$ cat src/rtl/mips_pkg.sv
// Shared definitions for the MIPS-lite decode/control stage: instruction and
// control layouts, opcode map, ALU operation codes and the control FSM states.
package mips_pkg;

  localparam logic [5:0] OP_ADD  = 6'h00;
  localparam logic [5:0] OP_ADDI = 6'h01;
  localparam logic [5:0] OP_SUB  = 6'h02;
  localparam logic [5:0] OP_SUBI = 6'h03;
  localparam logic [5:0] OP_MUL  = 6'h04;
  localparam logic [5:0] OP_MULI = 6'h05;
  localparam logic [5:0] OP_OR   = 6'h06;
  localparam logic [5:0] OP_ORI  = 6'h07;
  localparam logic [5:0] OP_AND  = 6'h08;
  localparam logic [5:0] OP_ANDI = 6'h09;
  localparam logic [5:0] OP_XOR  = 6'h0A;
  localparam logic [5:0] OP_XORI = 6'h0B;
  localparam logic [5:0] OP_LDW  = 6'h0C;
  localparam logic [5:0] OP_STW  = 6'h0D;
  localparam logic [5:0] OP_BZ   = 6'h0E;
  localparam logic [5:0] OP_BEQ  = 6'h0F;
  localparam logic [5:0] OP_JR   = 6'h10;
  localparam logic [5:0] OP_HALT = 6'h11;

  typedef enum logic [2:0] {
    ALU_ADD = 3'd0,
    ALU_SUB = 3'd1,
    ALU_MUL = 3'd2,
    ALU_OR  = 3'd3,
    ALU_AND = 3'd4,
    ALU_XOR = 3'd5,
    ALU_BZ  = 3'd6,
    ALU_BEQ = 3'd7
  } aluop_t;

  // rd lives in imm[15:11]; it is extracted with instr_rd() rather than a field.
  typedef struct packed {
    logic [5:0]  opcode;
    logic [4:0]  rs;
    logic [4:0]  rt;
    logic [15:0] imm;
  } Instruct;

  typedef struct packed {
    logic   regWrite;
    aluop_t aluop;
    logic   rs2;
    logic   wbMux;
    logic   memWriteEnable;
    logic   branch;
    logic   jump;
    logic   halt;
  } Control;

  typedef enum logic [1:0] {
    RUN    = 2'd0,
    DRAIN  = 2'd1,
    HALTED = 2'd2
  } ctrl_state_t;

  function automatic logic [4:0] instr_rd(input Instruct i);
    return i.imm[15:11];
  endfunction

endpackage

$ cat src/rtl/ctrl_decode.sv
// Pure combinational opcode decoder: control bundle, write-destination select,
// illegal flag and whether rt is read as a source operand.
module ctrl_decode
  import mips_pkg::*;
(
  input  logic [5:0] opcode,
  input  logic [4:0] rt,
  input  logic [4:0] rd,
  output Control     ctrl,
  output logic [4:0] dst,
  output logic       illegal,
  output logic       rt_src
);

  always_comb begin
    ctrl    = '0;
    dst     = 5'd0;
    illegal = 1'b0;
    rt_src  = 1'b0;
    // ALU pairs: opcode[3:1] selects the operation, opcode[0] picks imm form.
    if (opcode <= OP_XORI) begin
      ctrl.regWrite = 1'b1;
      ctrl.wbMux    = 1'b1;
      ctrl.aluop    = aluop_t'(opcode[3:1]);
      ctrl.rs2      = ~opcode[0];
      dst           = opcode[0] ? rt : rd;
      rt_src        = ~opcode[0];
    end else begin
      case (opcode)
        OP_LDW: begin
          ctrl.regWrite = 1'b1;
          ctrl.aluop    = ALU_ADD;
          dst           = rt;
        end
        OP_STW: begin
          ctrl.memWriteEnable = 1'b1;
          ctrl.aluop          = ALU_ADD;
          rt_src              = 1'b1;
        end
        OP_BZ: begin
          ctrl.aluop  = ALU_BZ;
          ctrl.branch = 1'b1;
        end
        OP_BEQ: begin
          ctrl.aluop  = ALU_BEQ;
          ctrl.rs2    = 1'b1;
          ctrl.branch = 1'b1;
          rt_src      = 1'b1;
        end
        OP_JR:   ctrl.jump = 1'b1;
        OP_HALT: ctrl.halt = 1'b1;
        default: illegal = 1'b1;
      endcase
    end
  end

endmodule

$ cat src/rtl/id_ctrl_stage.sv
// Registered ID stage of the MIPS-lite pipeline: decode into ID/EX, load-use
// stall, post-branch squash, HALT drain FSM and saturating perf counters.
module id_ctrl_stage
  import mips_pkg::*;
#(
  parameter int DATA_W      = 32,
  parameter int REG_AW      = 5,
  parameter int FLUSH_SLOTS = 1,
  parameter int DRAIN_CYC   = 4,
  parameter int CNT_W       = 16
) (
  input  logic              clk,
  input  logic              rst_n,
  input  logic              in_valid,
  input  logic [DATA_W-1:0] instr,
  output logic              in_ready,
  input  logic              branch_taken,
  output logic              out_valid,
  output Control            cntrl,
  output logic [REG_AW-1:0] dst_reg,
  output logic [REG_AW-1:0] rs_addr,
  output logic [REG_AW-1:0] rt_addr,
  output logic [DATA_W-1:0] imm_ext,
  output logic              illegal,
  output logic              stall,
  output logic              halted,
  output logic [CNT_W-1:0]  stall_cnt,
  output logic [CNT_W-1:0]  squash_cnt
);

  localparam int DRAIN_W = (DRAIN_CYC > 1) ? $clog2(DRAIN_CYC) : 1;
  localparam logic [DRAIN_W-1:0] DRAIN_LOAD = DRAIN_W'(DRAIN_CYC - 1);
  localparam logic [2:0] FLUSH_LOAD = 3'(FLUSH_SLOTS);

  Instruct           ins;
  logic [REG_AW-1:0] ins_rs, ins_rt;
  Control            dec_ctrl;
  logic [4:0]        dec_dst;
  logic              dec_illegal, dec_rt_src;

  assign ins    = instr;
  assign ins_rs = REG_AW'(ins.rs);
  assign ins_rt = REG_AW'(ins.rt);

  ctrl_decode u_decode (
    .opcode  (ins.opcode),
    .rt      (ins.rt),
    .rd      (instr_rd(ins)),
    .ctrl    (dec_ctrl),
    .dst     (dec_dst),
    .illegal (dec_illegal),
    .rt_src  (dec_rt_src)
  );

  ctrl_state_t       state_q, state_d;
  logic [2:0]        flush_cnt_q, flush_cnt_d;
  logic [DRAIN_W-1:0] drain_cnt_q, drain_cnt_d;
  logic              out_valid_q, out_valid_d;
  Control            cntrl_q, cntrl_d;
  logic [REG_AW-1:0] dst_q, dst_d, rs_q, rs_d, rt_q, rt_d;
  logic [DATA_W-1:0] imm_q, imm_d;
  logic              illegal_q, illegal_d;
  logic              halted_q, halted_d;
  logic [CNT_W-1:0]  stall_cnt_q, stall_cnt_d, squash_cnt_q, squash_cnt_d;

  logic in_run, squash, hazard, accept, issue;

  // Only regWrite with the memory writeback path identifies a load in ID/EX.
  always_comb begin
    in_run = (state_q == RUN);
    squash = in_run && (branch_taken || (flush_cnt_q != 3'd0));
    hazard = in_valid && out_valid_q && cntrl_q.regWrite && !cntrl_q.wbMux &&
             ((dst_q == ins_rs) || (dec_rt_src && (dst_q == ins_rt)));
    stall    = hazard && !squash;
    in_ready = in_run && !stall;
    accept   = in_valid && in_ready;
    issue    = accept && !squash;
  end

  always_comb begin
    out_valid_d = 1'b0;
    cntrl_d     = '0;
    dst_d       = '0;
    rs_d        = '0;
    rt_d        = '0;
    imm_d       = '0;
    illegal_d   = 1'b0;
    if (issue) begin
      out_valid_d = 1'b1;
      cntrl_d     = dec_ctrl;
      dst_d       = REG_AW'(dec_dst);
      rs_d        = ins_rs;
      rt_d        = ins_rt;
      imm_d       = {{(DATA_W-16){ins.imm[15]}}, ins.imm};
      illegal_d   = dec_illegal;
    end

    flush_cnt_d = flush_cnt_q;
    if (in_run && branch_taken)
      flush_cnt_d = FLUSH_LOAD;
    else if (accept && (flush_cnt_q != 3'd0))
      flush_cnt_d = flush_cnt_q - 3'd1;

    state_d     = state_q;
    drain_cnt_d = drain_cnt_q;
    case (state_q)
      RUN: begin
        if (issue && dec_ctrl.halt) begin
          state_d     = (DRAIN_CYC <= 1) ? HALTED : DRAIN;
          drain_cnt_d = DRAIN_LOAD;
        end
      end
      DRAIN: begin
        // Reaching zero and entering HALTED happen on the same edge.
        if (drain_cnt_q != '0)
          drain_cnt_d = drain_cnt_q - DRAIN_W'(1);
        if (drain_cnt_q <= DRAIN_W'(1))
          state_d = HALTED;
      end
      HALTED:  state_d = HALTED;
      default: state_d = RUN;
    endcase
    halted_d = (state_d == HALTED);

    stall_cnt_d  = (stall && (stall_cnt_q != '1)) ? stall_cnt_q + CNT_W'(1) : stall_cnt_q;
    squash_cnt_d = (accept && squash && (squash_cnt_q != '1)) ?
                   squash_cnt_q + CNT_W'(1) : squash_cnt_q;
  end

  always_ff @(posedge clk or negedge rst_n) begin
    if (!rst_n) begin
      state_q      <= RUN;
      flush_cnt_q  <= '0;
      drain_cnt_q  <= '0;
      out_valid_q  <= 1'b0;
      cntrl_q      <= '0;
      dst_q        <= '0;
      rs_q         <= '0;
      rt_q         <= '0;
      imm_q        <= '0;
      illegal_q    <= 1'b0;
      halted_q     <= 1'b0;
      stall_cnt_q  <= '0;
      squash_cnt_q <= '0;
    end else begin
      state_q      <= state_d;
      flush_cnt_q  <= flush_cnt_d;
      drain_cnt_q  <= drain_cnt_d;
      out_valid_q  <= out_valid_d;
      cntrl_q      <= cntrl_d;
      dst_q        <= dst_d;
      rs_q         <= rs_d;
      rt_q         <= rt_d;
      imm_q        <= imm_d;
      illegal_q    <= illegal_d;
      halted_q     <= halted_d;
      stall_cnt_q  <= stall_cnt_d;
      squash_cnt_q <= squash_cnt_d;
    end
  end

  assign out_valid  = out_valid_q;
  assign cntrl      = cntrl_q;
  assign dst_reg    = dst_q;
  assign rs_addr    = rs_q;
  assign rt_addr    = rt_q;
  assign imm_ext    = imm_q;
  assign illegal    = illegal_q;
  assign halted     = halted_q;
  assign stall_cnt  = stall_cnt_q;
  assign squash_cnt = squash_cnt_q;

endmodule
$ cat config.mk
export PLATFORM = sky130hd
export DESIGN_NAME = id_ctrl_stage
export DESIGN_NICKNAME = d
export VERILOG_FILES = /design/src/rtl/mips_pkg.sv /design/src/rtl/ctrl_decode.sv /design/src/rtl/id_ctrl_stage.sv
export SDC_FILE = /design/constraint.sdc
export NUM_CORES = 1
export LEC_CHECK = 0
export BUFFER_PORTS_ARGS = -buffer_cell sky130_fd_sc_hd__buf_2
export CELL_PAD_IN_SITES_DETAIL_PLACEMENT = 0
export CELL_PAD_IN_SITES_GLOBAL_PLACEMENT = 1
export CORE_ASPECT_RATIO = 1.4
export CORE_MARGIN = 2
export CORE_UTILIZATION = 38
export DETAILED_ROUTE_END_ITERATION = 6
export MAX_ROUTING_LAYER = met4
export PLACE_DENSITY = 0.82
export SETUP_SLACK_MARGIN = 0.4
export SLEW_MARGIN = 5
export SYNTH_ARGS = -nofsm -noshare
export SYNTH_HDL_FRONTEND = slang
export SYNTH_SLANG_ARGS = --single-unit
$ cat constraint.sdc
create_clock -name clk -period 2.8 [get_ports clk]
set_clock_uncertainty 0.1 [all_clocks]
set_input_delay 0.84 -clock clk [delete_from_list [all_inputs] [get_ports clk]]
set_output_delay 0.84 -clock clk [all_outputs]
set_load 0.005 [all_outputs]
# Yosys cells after proc, flatten, opt, wreduce, memory -nomap -nowiden
# Index checks and enable logic that the tools add are counted.
[op_classes]
reduce_logical = 30
magnitude_cmp = 2
n_mux = 32
eq_ne = 15
bitwise_logic = 1
n_addsub = 4
[op_table]
columns = ["op", "n"]
rows = [
  ["2-to-1 mux 5 bit", 7],
  ["adder 16 x 1 -> 16 bit (second input constant)", 2],
  ["2-to-1 mux 32 bit", 1],
  ["inequality test 16 bit (second input constant)", 2],
  ["equality test 6 x 4 -> 1 bit (second input constant)", 4],
  ["logical AND 1 bit", 16],
  ["2-to-1 mux 1 bit", 13],
  ["equality test 6 x 5 -> 1 bit (second input constant)", 2],
  ["equality test 5 bit", 2],
  ["2-to-1 mux 10 bit", 1],
  ["2-to-1 mux 2 bit", 4],
  ["<= comparator 6 x 4 -> 1 bit (second input constant)", 1],
  ["2-to-1 mux 3 bit", 2],
  ["case mux 2 bit (3 select lines)", 1],
  ["case mux 3 bit (2 select lines)", 1],
  ["nonzero test 2 bit", 3],
  ["OR reduction 6 bit", 1],
  ["equality test 2 bit (second input constant)", 2],
  ["2-to-1 mux 4 bit", 1],
  ["case mux 2 bit (2 select lines)", 1],
  ["OR reduction 2 bit", 2],
  ["logical NOT 1 bit", 3],
  ["AND reduction 3 bit", 1],
  ["nonzero test 3 bit", 1],
  ["9 further kinds", 10],
]
[word_totals]
in_bits = 36
elab_cells = 104
reg_bits = 99
output_inout_bits = 94

# Logic depth before layout (Yosys ltp)
# Gate-level depths: netlist (run 1).
[depth]
ltp_word = 16
depth_mapped = 11
mapped_depth_nobuf = 9

# By module
# From an unflattened synthesis (run 1), not the netlist that was laid out.
[hier_totals]
hier_cells = 367
area_unflattened_um2 = 4005.1
[by_module_without_submodules]
columns = ["mod", "area_each_um2", "seq_area_each_um2", "n_inst", "cells_per_inst"]
rows = [
  ["id_ctrl_stage", 3686.0, 2077.0, 1, 319],
  ["ctrl_decode", 319.1, 0.0, 1, 48],
]

# Least setup slack after synthesis (run 1)
# OpenSTA, ideal clock, no wires.
[synth_path]
path_type = "input port to output port"
start = "input port instr[29]"
end = "output port in_ready"
path_stages = 8
path_buffers = 2
required_time_ns = 1.860
arrival_ns = 1.770
path_slack_ns = 0.090
path_cell_list = "buf_4 -> a21bo_2 -> nand4_1 -> o22ai_1 -> nand2_2 -> buf_6 -> inv_1 -> nor2_1"
[synth_via]
elab_chain_len = 10
elab_cells_between_ends = 12
cone_classes = "1 x order compare; 2 x eq/ne; 2 x mux; 7 x reduce/logical"
[synth_rtl]
columns = ["item", "line_no", "source"]
rows = [
  ["from (decl)", "id_ctrl_stage.sv:15", "input logic [DATA_W-1:0] instr,"],
  ["branches (longest 3 deep; another with <= comparator 6 x 4 -> 1 bit)", "-", ""],
  ["2-to-1 mux 1 bit (*)", "ctrl_decode.sv:21", "if (opcode <= OP_XORI) begin"],
  ["logical AND 1 bit (*)", "id_ctrl_stage.sv:73", "((dst_q == ins_rs) || (dec_rt_src && (dst_q == ins_rt)));"],
  ["logical OR 1 bit (*)", "id_ctrl_stage.sv:73", ""],
  ["logical AND 1 bit (*)", "id_ctrl_stage.sv:72", "hazard = in_valid && out_valid_q && cntrl_q.regWrite && !cntrl_q.wbMux &&"],
  ["logical AND 1 bit (*)", "id_ctrl_stage.sv:74", "stall = hazard && !squash;"],
  ["via stall", "id_ctrl_stage.sv:25", "output logic stall,"],
  ["logical NOT 1 bit (*)", "id_ctrl_stage.sv:75", "in_ready = in_run && !stall;"],
  ["logical AND 1 bit (*)", "id_ctrl_stage.sv:75", ""],
  ["to (decl)", "id_ctrl_stage.sv:16", "output logic in_ready,"],
]
# Mark *: on every way through the listed nets, which the timed path passes.

# Worst setup path after layout (run 1)
[layout_path]
start = "input port instr[19]"
end = "output port in_ready"
[layout_via]
elab_chain_len = 7
[layout_rtl]
columns = ["item", "line_no"]
rows = [
  ["equality test 5 bit", "id_ctrl_stage.sv:73"],
  ["logical AND 1 bit", "id_ctrl_stage.sv:73"],
  ["logical OR 1 bit", "id_ctrl_stage.sv:73"],
  ["logical AND 1 bit", "id_ctrl_stage.sv:72"],
  ["logical AND 1 bit", "id_ctrl_stage.sv:74"],
  ["logical NOT 1 bit", "id_ctrl_stage.sv:75"],
  ["logical AND 1 bit", "id_ctrl_stage.sv:75"],
]
# No other way between the ends.

==> results of run 1 <==
==> power by group <==
part	internal [mW]	leakage [nW]	total, mW	switching, mW
clock	0.597	0.128	1.08	0.478
combinational	0.0541	1.52	0.118	0.0641
sequential	1.20	1.13	1.20	0.0000000236
==> area by class of cell <==
class	instances	area, um^2
multi-input cells	211	1520
flip-flops and latches	83	2080
well taps	132	165
inverters	11	47.5
clock buffers	9	225
repair buffers	155	897
clock inverters	6	42.5
fillers	880	4540
==> through the flow <==
step                instance area, um^2  setup TNS (ps)
CTS                                4890               0
global placement                   4510               0
global route                       4970           -20.8
finish                             4970               0
detailed placement                 4510            -189
floorplan                          3750               0
==> timing repair <==
action                                  CTS  global route
gates cloned                              0             0
buffers inserted                          8             2
endpoints found under the setup margin   31            45
endpoints found under the hold margin     0             0
pin swaps                                 7             6
gates resized for setup                  12            13
==> cells in the final DEF, fill, tap and decap left out, types with 2 or more instances in the layout <==
master,Yosys,layout
buf_2,0,124
dfrtp_1,83,83
and2_1,28,28
buf_4,19,25
xor2_1,22,22
nor2_1,23,21
nand3_1,15,15
nand2_1,14,13
xnor2_1,17,11
nor3_1,11,11
clkbuf_16,0,9
o21ai_0,8,8
inv_1,11,7
and3_1,7,7
xnor2_2,0,6
nand4_1,6,6
a21oi_1,6,6
a22oi_1,6,6
nor3b_1,6,6
ha_1,6,5
and4_1,4,4
nor4_1,4,4
clkinvlp_4,0,3
buf_6,3,3
nor2_4,0,2
nand2_4,1,2
nand2_2,2,2
or2_2,2,2
inv_2,0,2
nor2b_1,2,2
nand2b_1,2,2
mux2_2,2,2
nor4b_1,2,2
clkinv_2,0,2
buf_12,0,2
==> routing by layer <==
metal	track usage, %	part of all wire, %	vias up
met5	-	0	-
met3	5.10	4.2	12
met4	6.63	1.9	0
met1	21.0	42	1381
li1	-	-	1376
met2	28.3	52	86
==> logic make-up (layout without fill, tap and decap cells) <==
group | count (synthesis) | in the layout | share of synthesized area [%]
AND/OR/NAND/NOR | 136 | 136 | 21.1
flip-flops | 83 | 83 | 55.7
XOR/XNOR | 39 | 39 | 9.16
buffers and inverters | 37 | 181 | 6.28
AO/OA/AOI/OAI | 27 | 27 | 4.87
adder cells (fa/ha/maj) | 6 | 6 | 2.01
multiplexers | 3 | 3 | 0.872
==> worst paths after layout <==
| check | from | end | slack, ps | cells past startpoint |
|---|---|---|---|---|
| setup / recovery | instr[19] | in_ready | 70 | 9 |
| hold / removal | rst_n | imm_ext[5]$_DFF_PN0_ | 370 | 1 |
| setup reg to reg | flush_cnt_q[1]$_DFFE_PN0P_ | imm_ext[6]$_DFF_PN0_ | 500 | 10 |
| hold reg to reg | squash_cnt[15]$_DFFE_PN0P_ | squash_cnt[15]$_DFFE_PN0P_ | 390 | 1 |
| max in group asynchronous | rst_n | flush_cnt_q[2]$_DFFE_PN0P_ | 1590 | 2 |
| min in group clk | squash_cnt[15]$_DFFE_PN0P_ | squash_cnt[15]$_DFFE_PN0P_ | 390 | 1 |
==> results.py, run 1 <==
metrics = {
    "final_layout": {
        "area_growth_pct": 33.4,
        "drive_gt1_share_pct": 42.1,
        "final_cell_count_no_fill": 607,
        "finish.utilization_pct": 52.3,
        "final_nets": 513,
        "antenna_cells": 0,
    },
    "cts": {
        "cts_tree": "built",
        "clk_pin_slew_ps": 70,
        "numCtsBuffers": 9,
        "hold_buffers": 0,
        "h-tree-depth": 3,
        "clockBufferDepth": 2,
        "clk_latency_ps": 330,
        "clock-root-buffer": "clkbuf_16",
        "cts.sinks": 83,
    },
    "timing": {
        "worst_slack_ps": 68.4,
        "hold_viol": 0,
        "hold_ws_ps": 371,
        "period_needed_ps": 2730,
        "grt_setup_unrepaired": "yes",
        "worst_pin_slew_ps": 502,
        "max_slew_margin_pct": 66.5,
        "fin_crit_sh_pct": 97.6,
        "maxSlewViolCount": 0,
        "max_freq_mhz": 366,
        "setup_viol_count_final": 0,
    },
    "global_route": {
        "antenna_found_initial": 0,
        "grt_remaining_overflow": 0,
        "track_usage_pct": 17.6,
        "grt_pass1_wl_mm": 13.8,
        "grt_max_degree": 47,
        "grt_pass1_vias": 2769,
    },
    "setup_path": {
        "crit_path_start_kind": "input port",
        "max_stage_delay_ps": 150,
        "path_cells": "buf_2 -> xnor2_2 -> nand4_1 -> o22ai_2 -> buf_4 -> nand2_4 -> inv_4 -> nor2_4 -> buf_2",
        "end_kind": "output port",
        "critical_path.top_delay_family": "buffers and inverters",
        "cpMaxStageDelayCell": "nand4_1",
        "worst_ep_required_time_ps": 1860,
        "arrival_ps": 1790,
        "worstSetupPathType": "in -> out",
        "critical_path.most_common_cell": "buf_2",
        "worst-path-buf-inv": 4,
        "cp_max_fo": 2,
    },
    "routing": {
        "drc": 0,
        "first_iter_violations": 91,
        "drt-total-wl_mm": 8.87,
        "wl_per_cell_um": 14.6,
        "postRouteAntennaNets": 0,
        "dr.pass1.iters": 4,
        "vias": 2855,
        "vias_per_cell": 4.70,
    },
    "synth": {
        "synth_edf_count": 0,
        "synth-main-ff-cell": "dfrtp_1",
        "netlist_instances": 331,
        "syn_nets": 373,
        "ys_warn_count": 0,
        "netlist_top_cells_count": "dfrtp_1 (83), and2_1 (28), nor2_1 (23)",
        "yosysMostFrequentCell": "dfrtp_1",
        "syn_area_per_cell_um2": 11.3,
        "synth_top_cell_by_area": "dfrtp_1",
        "netlist.area_leader.share_pct": 55.7,
        "synth_cell_types": 44,
        "netlist_area_um2": 3730,
        "synth_area_leaders": "dfrtp_1 (56%), xor2_1 (5.2%), and2_1 (4.7%)",
        "synthArstFlopShare_pct": 100,
        "synth-seq-area-share_pct": 55.7,
        "synth_seq_cells": 83,
    },
    "floorplan": {
        "die-height_um": 121,
        "die_area_um2": 10600,
        "core_um2": 9510,
        "num_rows": 42,
        "start_util_pct": 39.2,
        "die_width_um": 87.7,
        "ios": 130,
    },
    "placed_design": {
        "portBuffers": 129,
        "place_ws_ps": -69.0,
        "finalWeightedCongestion": 0.794,
        "place_hpwl_mm": 6.48,
        "place_inst": 582,
    },
    "job": {
        "maxCapViolations": 0,
    },
    "power": {
        "vdd_drop_max_uv": 256,
        "leakage_nw": 2.78,
        "power_mw": 2.39,
        "power_density_nw_per_um2": 481,
    },
    "run_status": {
        "status": "complete, no violations",
    },
    "worst_hold_path": {
        "hold_class": "in -> async",
    },
}
(Power assumes the default switching activity.)
==> inputs of run 2 (changes only) <==
- BUFFER_PORTS_ARGS: -buffer_cell sky130_fd_sc_hd__buf_2 -> unset
- CORE_UTILIZATION: 38 -> 48
- DONT_BUFFER_PORTS: unset -> 1
- PLACE_DENSITY: 0.82 -> 0.81
- clock period: 2.8 -> 2.6 ns (I/O delays scaled with it)
==> run 2 against run 1 <==
  * Critical path depth down 2
  * Core utilization is 3.3 points higher
  * Count of clock-buffer cells in the layout did not move
  * Flip-flop and latch count did not move
  * Cell count decreased by 28%
  * Setup slack got worse by 64 ps
  * Clock power decreased by 18%
  * Critical path type is now reg -> out
  * Critical endpoint unchanged
  * Largest cell class unchanged
==> results.py, run 2 (synthesized netlist as in run 1, its figures left out) <==
metrics = {
    "run_status": {
        "status": "complete, no violations",
    },
    "floorplan": {
        "num_rows": 38,
        "die-height_um": 108,
        "core_um2": 7650,
        "die_area_um2": 8500,
        "start_util_pct": 48.7,
        "ios": 130,
        "die_width_um": 78.5,
    },
    "setup_path": {
        "worstSetupPathType": "reg -> out",
        "worst-path-buf-inv": 2,
        "crit_path_start_kind": "flip-flop",
        "end_kind": "output port",
        "path_cells": "inv_2 -> ha_4 -> or3b_4 -> a21oi_2 -> nand2_2 -> inv_4 -> nor2_4",
        "ff2ff_setup_slack_ps": 360,
        "cp_max_fo": 3,
        "rr_startpoint": "flush_cnt_q[0]$_DFFE_PN0P_",
        "worst_ep_required_time_ps": 1720,
        "r2r-end": "stall_cnt[1]$_DFFE_PN0P_",
        "arrival_ps": 1720,
        "max_stage_delay_ps": 410,
        "cpMaxStageDelayCell": "dfrtp_1",
        "r2r_cells": 9,
        "critical_path.top_delay_family": "simple AND/OR/NAND/NOR gates",
    },
    "power": {
        "clock_power_share_pct": 40.1,
        "combPwrFrac_pct": 1.6,
        "power_density_nw_per_um2": 520,
        "leakage_nw": 2.01,
        "p_seq_share_pct": 58.3,
        "power.switching_mw": 0.527,
        "vdd_drop_max_uv": 341,
        "power_mw": 2.21,
        "p_sw_share_pct": 23.9,
        "p_int_mw": 1.68,
    },
    "cts": {
        "cts.sinks": 83,
        "clk_pin_slew_ps": 90,
        "h-tree-depth": 3,
        "clock-root-buffer": "clkbuf_8",
        "cts_tree": "built",
        "numCtsBuffers": 9,
        "clockBufferDepth": 2,
        "clk_latency_ps": 350,
    },
    "timing": {
        "hold_viol": 0,
        "worst_pin_slew_ps": 617,
        "setup_viol_count_final": 0,
        "max_freq_mhz": 385,
        "maxSlewViolCount": 0,
        "worst_slack_ps": 4.00,
        "grt_setup_unrepaired": "yes",
        "fin_setup_tns_ps": 0,
        "fin_crit_sh_pct": 99.8,
        "period_needed_ps": 2600,
        "max_slew_margin_pct": 58.5,
    },
    "final_layout": {
        "final_cell_mix": "dfrtp_1 (83), and2_1 (27), xor2_1 (22)",
        "drive_gt1_share_pct": 22.4,
        "final_cell_area_um2": 4250,
        "area_growth_pct": 14.1,
        "multi_input_area_um2": 1650,
        "register_area_um2": 2080,
        "final_common_cell": "dfrtp_1",
        "fill_cells": 652,
        "final_nets": 376,
    },
    "routing": {
        "drc": 0,
        "drt-total-wl_mm": 7.76,
        "first_iter_violations": 102,
        "vias_per_cell": 5.42,
        "wl_per_cell_um": 17.6,
        "dr.pass1.iters": 4,
        "vias": 2386,
        "postRouteAntennaNets": 0,
    },
    "placed_design": {
        "place_hpwl_mm": 5.36,
        "place_ws_ps": 146,
        "finalWeightedCongestion": 0.781,
        "portBuffers": 0,
        "dpl_cell_area_um2": 3720,
    },
    "global_route": {
        "grt_max_degree": 84,
        "antenna_found_initial": 1,
        "track_usage_pct": 19.1,
        "grt_remaining_overflow": 0,
        "grt_pass1_wl_mm": 12.0,
        "grt_pass1_vias": 2384,
    },
    "job": {
        "maxCapViolations": 0,
    },
    "worst_hold_path": {
        "hold_class": "in -> async",
    },
}
-- run 2: timing repair --
action | in CTS | in global routing
gates resized for setup | 23 | 23
hold endpoints to repair | 83 | 71
endpoints found under the setup margin | 37 | 51
setup buffers | 9 | 4
cloned | 0 | 0
pin swaps | 5 | 15
-- run 2: cell type report --
type / count / share of cell area (%)
flip-flops and latches: 83 / 48.8
multi-input cells: 211 / 38.9
repair buffers: 18 / 3.76
well taps: 100 / 2.94
clock buffers: 9 / 2.91
clock inverters: 7 / 1.59
inverters: 11 / 1.03
diodes: 1 / 0.0588
-- run 2: worst register-to-register path, cell delays in order, from the launching register on --
cell,delay [ps]
dfrtp_1,410
inv_2,90
ha_4,130
or3b_4,390
a21oi_2,140
nand2_2,100
buf_4,170
buf_12,160
nor2_4,120
mux2_2,330
-- run 2: power by group through the flow --
stage / Sequential, mW / Clock, mW / Combinational [mW]
after floorplan: 1.32 / 0 / 0.0351
after global placement: 1.32 / 0 / 0.0359
after detailed placement: 1.32 / 0 / 0.0360
after CTS: 1.29 / 0.927 / 0.0363
after global routing: 1.29 / 0.978 / 0.0402
final: 1.29 / 0.885 / 0.0357
-- run 2: worst max path at each step --
stage / from / depth (start not counted) / to
final: flush_cnt_q[0]$_DFFE_PN0P_ / 7 / in_ready
after global routing: flush_cnt_q[0]$_DFFE_PN0P_ / 7 / in_ready
after CTS: flush_cnt_q[0]$_DFFE_PN0P_ / 7 / in_ready
after detailed placement: instr[16] / 6 / in_ready
after global placement: branch_taken / 5 / in_ready
after floorplan: instr[29] / 8 / in_ready
-- run 2: metal layers --
layer	wire length (um)	up-vias	part of all wire, %	GRT usage (%)
met4	99	0	1.3	7.52
li1	-	1109	-	-
met1	3030	1180	39	21.6
met5	0	-	0	-
met3	440	8	5.7	5.68
met2	4190	89	54	31.8
-- run 2: stage by stage --
step           util [%]  cells  hold WS, ps
2_1_floorplan         -    331          377
3_3_place_gp       48.6    410          386
3_5_place_dp       48.6    410          385
4_1_cts            53.6    435        -20.2
5_1_grt            55.6    440        -29.6
6_report           55.6    440         10.8
